--- src/rtl/grid_pkg.sv ---
// Shared grid geometry and loader state encoding for the life engine and its feeder.
package grid_pkg;

    localparam int GRID_ROWS = 16;
    localparam int GRID_COLS = 16;

    typedef enum logic {
        FILL = 1'b0,
        LOAD = 1'b1
    } loader_state_t;

endpackage

--- src/rtl/grid_loader.sv ---
// Assembles a frame row by row over valid/ready and commits it to the life engine with a one-cycle load.
// Optional feature: define GRID_LOADER_ABORT_EN to add the abort input that discards a partial frame.
module grid_loader
    import grid_pkg::*;
#(
    parameter int ROWS = GRID_ROWS,
    parameter int COLS = GRID_COLS
) (
    input  logic                 clk,
    input  logic                 reset,
    input  logic                 row_valid,
    output logic                 row_ready,
    input  logic [COLS-1:0]      row_data,
    input  logic                 row_last,
`ifdef GRID_LOADER_ABORT_EN
    input  logic                 abort,
`endif
    output logic                 load,
    output logic [ROWS*COLS-1:0] in_data,
    output logic                 busy,
    output logic                 frame_err
);

    localparam int RW = $clog2(ROWS);
    localparam logic [RW-1:0] LAST_ROW = RW'(ROWS - 1);

    loader_state_t state;
    loader_state_t state_next;
    logic [RW-1:0] r;
    logic [RW-1:0] r_next;
    logic          write_row;
    logic          err_next;
    logic          abort_req;

`ifdef GRID_LOADER_ABORT_EN
    assign abort_req = abort;
`else
    assign abort_req = 1'b0;
`endif

    // Ready is held low during reset so no row can be taken before the frame is cleared.
    assign row_ready = (state == FILL) && !reset;
    assign busy      = (r != '0) || (state == LOAD);

    always_comb begin
        state_next = state;
        r_next     = r;
        write_row  = 1'b0;
        err_next   = 1'b0;
        case (state)
            FILL: begin
                if (abort_req) begin
                    r_next = '0;
                end else if (row_valid && row_ready) begin
                    write_row = 1'b1;
                    // row_last must coincide exactly with the final row index.
                    if (row_last != (r == LAST_ROW)) begin
                        err_next = 1'b1;
                        r_next   = '0;
                    end else if (row_last) begin
                        r_next     = '0;
                        state_next = LOAD;
                    end else begin
                        r_next = r + 1'b1;
                    end
                end
            end
            LOAD: begin
                state_next = FILL;
            end
            default: begin
                state_next = FILL;
                r_next     = '0;
            end
        endcase
    end

    always_ff @(posedge clk) begin
        if (reset) begin
            state     <= FILL;
            r         <= '0;
            in_data   <= '0;
            load      <= 1'b0;
            frame_err <= 1'b0;
        end else begin
            state     <= state_next;
            r         <= r_next;
            load      <= (state_next == LOAD);
            frame_err <= err_next;
            if (write_row) begin
                in_data[COLS*r +: COLS] <= row_data;
            end
        end
    end

endmodule
--- config.mk ---
export PLATFORM = sky130hd
export DESIGN_NAME = grid_loader
export DESIGN_NICKNAME = d
export VERILOG_FILES = /design/src/rtl/grid_pkg.sv /design/src/rtl/grid_loader.sv
export SDC_FILE = /design/constraint.sdc
export NUM_CORES = 1
export LEC_CHECK = 0
export CORE_MARGIN = 2
export CORE_UTILIZATION = 43
export CTS_BUF_LIST = sky130_fd_sc_hd__clkbuf_8 sky130_fd_sc_hd__clkbuf_16
export DETAILED_ROUTE_END_ITERATION = 10
export PLACE_DENSITY = 0.76
export REMOVE_ABC_BUFFERS = 1
export SETUP_SLACK_MARGIN = 0.1
export SYNTH_ARGS = -nofsm -noshare
export SYNTH_HDL_FRONTEND = slang
export SYNTH_SLANG_ARGS = --single-unit
--- constraint.sdc ---
create_clock -name clk -period 2.7 [get_ports clk]
set_input_delay 0.54 -clock clk [delete_from_list [all_inputs] [get_ports clk]]
set_output_delay 0.54 -clock clk [all_outputs]
set_load 0.01 [all_outputs]
==> results.yml <==
detailed_routing:
  first_pass_iters: 5
  detail_route.iter0.violations: 437
  vias: 8468
  viasPerCell: 5.23
  post_drt_wl_per_cell_um: 18.9
  ant_nets: 0
  routed_wl_mm: 30.6
  drc: 0
synthesis:
  syn_area_per_cell_um2: 9.42
  ys_seq_area_share_pct: 52.8
  synth_area_leader_cell: "dfxtp_1"
  synth_seq_cells: 262
  yosys.area.top_type_share_pct: 52.8
  syn_area_um2: 9940
  synth.area.top_cells: "dfxtp_1 53%, mux2i_1 16%, nand2_1 12%"
  ys_warn_count: 0
  yosys.cell_types.count: 43
  syn_inst: 1055
timing:
  tns_ns: 0
  slew_violations: 0
  fin_skew_ns: 0.00718
  layout_min_cycle_time_ns: 2.54
  worst_pin_slew_ns: 1.01
  hold_violations: 0
  rsz0062_at_grt: "no"
  setup_viol: 0
  max_slew_margin_pct: 32.9
  max_freq_mhz: 394
  min_period_over_period_pct: 94.0
clock_tree:
  htreeDepth: 1
  cts_setup_buffers: 0
  clk_pin_slew_ns: 0.06
  cts.hold.buffers_added: 0
  clock-sinks: 262
  cts_buffers: 27
  cts_buffer_depth: 3
  cts_tree: "yes"
  cts-root-buf: "clkbuf_16"
  clk_latency_ns: 0.54
finish:
  antenna_cells: 0
  final_net_count: 1337
  fill_cells: 1862
  layout_common_cells: "306 x nand2_1, 279 x clkdlybuf4s50_1, 261 x dfxtp_1"
  post-route-util_pct: 62.3
  final_common_cell: "nand2_1"
  layout-drive-gt1-share_pct: 8.55
  finalInstanceArea_um2: 14100
  syn_to_final_growth_pct: 42.0
pwr:
  clkPwrFrac_pct: 47.1
  ir_worst_vdd_uv: 410
  power.share.sequential_pct: 49.1
  cellLeakagePower_nw: 4.96
  p_per_area_nw_per_um2: 561
  intPower_mw: 6.13
  p_switching_mw: 1.78
  p_comb_share_pct: 3.8
  switching_share_pct: 22.5
  p_total_mw: 7.91
worst_setup_path:
  path_common_cell: "clkdlybuf4s50_1"
  slowest_delay_ns: 0.56
  crit_arrival_ns: 2.00
  crit_type: "in2out"
  crit_fanout: 16
  cp-start-kind: "input pin"
  critPathCaptureType: "output pin"
  critical_path.cell_chain: "clkdlybuf4s50_1 -> buf_4 -> nor2_1 -> clkdlybuf4s50_1"
  worstPathRequired_ns: 2.16
  critPathBufInv: 3
  cp_top_family: "buffers and inverters"
  worst_path_max_delay_cell: "clkdlybuf4s50_1"
floorplan:
  core_um2: 22600
  num_rows: 55
  die_x_um: 156
  ios: 280
  dieArea_um2: 24300
  initial_core_util_pct: 43.9
  fp.dieH_um: 156
global_route:
  grt_use_met3_pct: 6.61
  use_met2_pct: 39.9
  grt_remaining_overflow: 0
  gr-usage-met1_pct: 31.8
  grt_pass1_vias: 8142
  gr-max-usage-layer: "met2"
  grt_pass1_wl_mm: 46.6
  track_usage_pct: 24.3
  grt_max_degree: 118
  grt_antenna_before_repair: 0
worst_hold_path:
  hold_path_class: "reg2reg"
placed_design:
  portBuffers: 279
  post_dp_cell_area_um2: 13200
  dp_hpwl_mm: 19.9
  place.gp.congestion: 0.797
run_status:
  status: "finished clean"
flow_run:
  cap_viol_max_count: 0
cell families (layout without fill, tap and decap cells):
logic type / count (synthesis) / after routing / share of synthesized area, %
XOR/XNOR: 1 / 1 / 0.164
AND/OR/NAND/NOR: 410 / 410 / 18.7
AO/OA/AOI/OAI: 119 / 119 / 7.17
flip-flops: 262 / 262 / 52.8
adder cells (fa/ha/maj): 4 / 4 / 0.504
multiplexers: 161 / 161 / 16.2
buffers and inverters: 98 / 377 / 4.46
cell type report:
type / instances / area [um^2] / area share (%)
Sequential cell: 262 / 5250 / 37.2
Multi-Input combinational cell: 695 / 4300 / 30.5
Timing Repair Buffer: 323 / 3300 / 23.4
Clock buffer: 32 / 744 / 5.27
Tap cell: 285 / 357 / 2.53
Clock inverter: 18 / 149 / 1.05
Inverter: 4 / 20.0 / 0.142
state kept, by name, indices dropped and copies added, names as in the netlist:
signal / count
in_data: 256
r: 4
state: 1
frame_err: 1
worst paths after layout:
path / from / to / slack (ns) / cells after the start
worst min register to register: in_data[12] / in_data[12] / 0.45 / 2
worst max-delay path: reset / row_ready / 0.16 / 4
worst max register to register: r[3] / in_data[246] / 0.33 / 5
worst min-delay path: in_data[12] / in_data[12] / 0.45 / 2
metal layers:
layer	up-vias	part of all wire [%]
li1	4063	-
met1	4067	43
met2	294	47
met3	44	8.3
met4	0	2.1
met5	-	0
power groups by stage:
| stage | clock (mW) | sequential [mW] | combinational [mW] |
|---|---|---|---|
| 4_1_cts | 3.78 | 3.88 | 0.299 |
| 5_1_grt | 3.94 | 3.88 | 0.317 |
| 6_report | 3.73 | 3.88 | 0.300 |
| 3_5_place_dp | 0 | 3.97 | 0.298 |
| 3_3_place_gp | 0 | 3.97 | 0.297 |
| 2_1_floorplan | 0 | 3.98 | 0.0920 |
worst register-to-register path: stages, from the launching register on:
cell and delay [ns]:
dfxtp_1 0.49, inv_1 0.13, ha_1 0.33, or3_1 0.49
o31a_1 0.51, a22o_1 0.31
cell usage after synthesis:
master / instances
a21oi_1: 20
a22o_1: 15
and2_1: 2
and3_1: 3
and4_1: 1
buf_1: 1
buf_2: 11
buf_4: 6
buf_6: 5
clkbuf_1: 70
clkbuf_2: 1
dfxtp_1: 262
ha_1: 4
inv_1: 4
mux2i_1: 161
nand2_1: 306
nand2_2: 1
nand2b_1: 4
nand3_1: 52
nand3b_1: 2
nand4_1: 3
nor2_1: 5
nor2_2: 1
nor2b_1: 1
nor3_1: 6
nor3_4: 2
nor3b_1: 2
nor3b_2: 2
nor4_1: 3
nor4_2: 2
nor4_4: 5
nor4b_2: 1
nor4bb_1: 1
o211ai_1: 16
o21ai_0: 61
o21ai_1: 5
o31a_1: 1
o31ai_4: 1
or2_2: 1
or3_1: 2
or3b_1: 1
or4_1: 1
xor2_2: 1
per-stage QoR:
stage | std cells | setup slack [ns] | hold WS (ns)
2_1_floorplan | 961 | -2.59 | 0.470
3_3_place_gp | 1569 | 0.0189 | 0.439
3_5_place_dp | 1569 | -0.0152 | 0.445
4_1_cts | 1619 | 0.113 | 0.453
5_1_grt | 1619 | 0.104 | 0.468
6_report | 1619 | 0.161 | 0.448
timing repair:
item	4_1_cts	5_1_grt
endpoints found under the setup margin	1	1
resized for setup	1	2
pin swaps	0	0
Power figures use the tool's default switching activity.
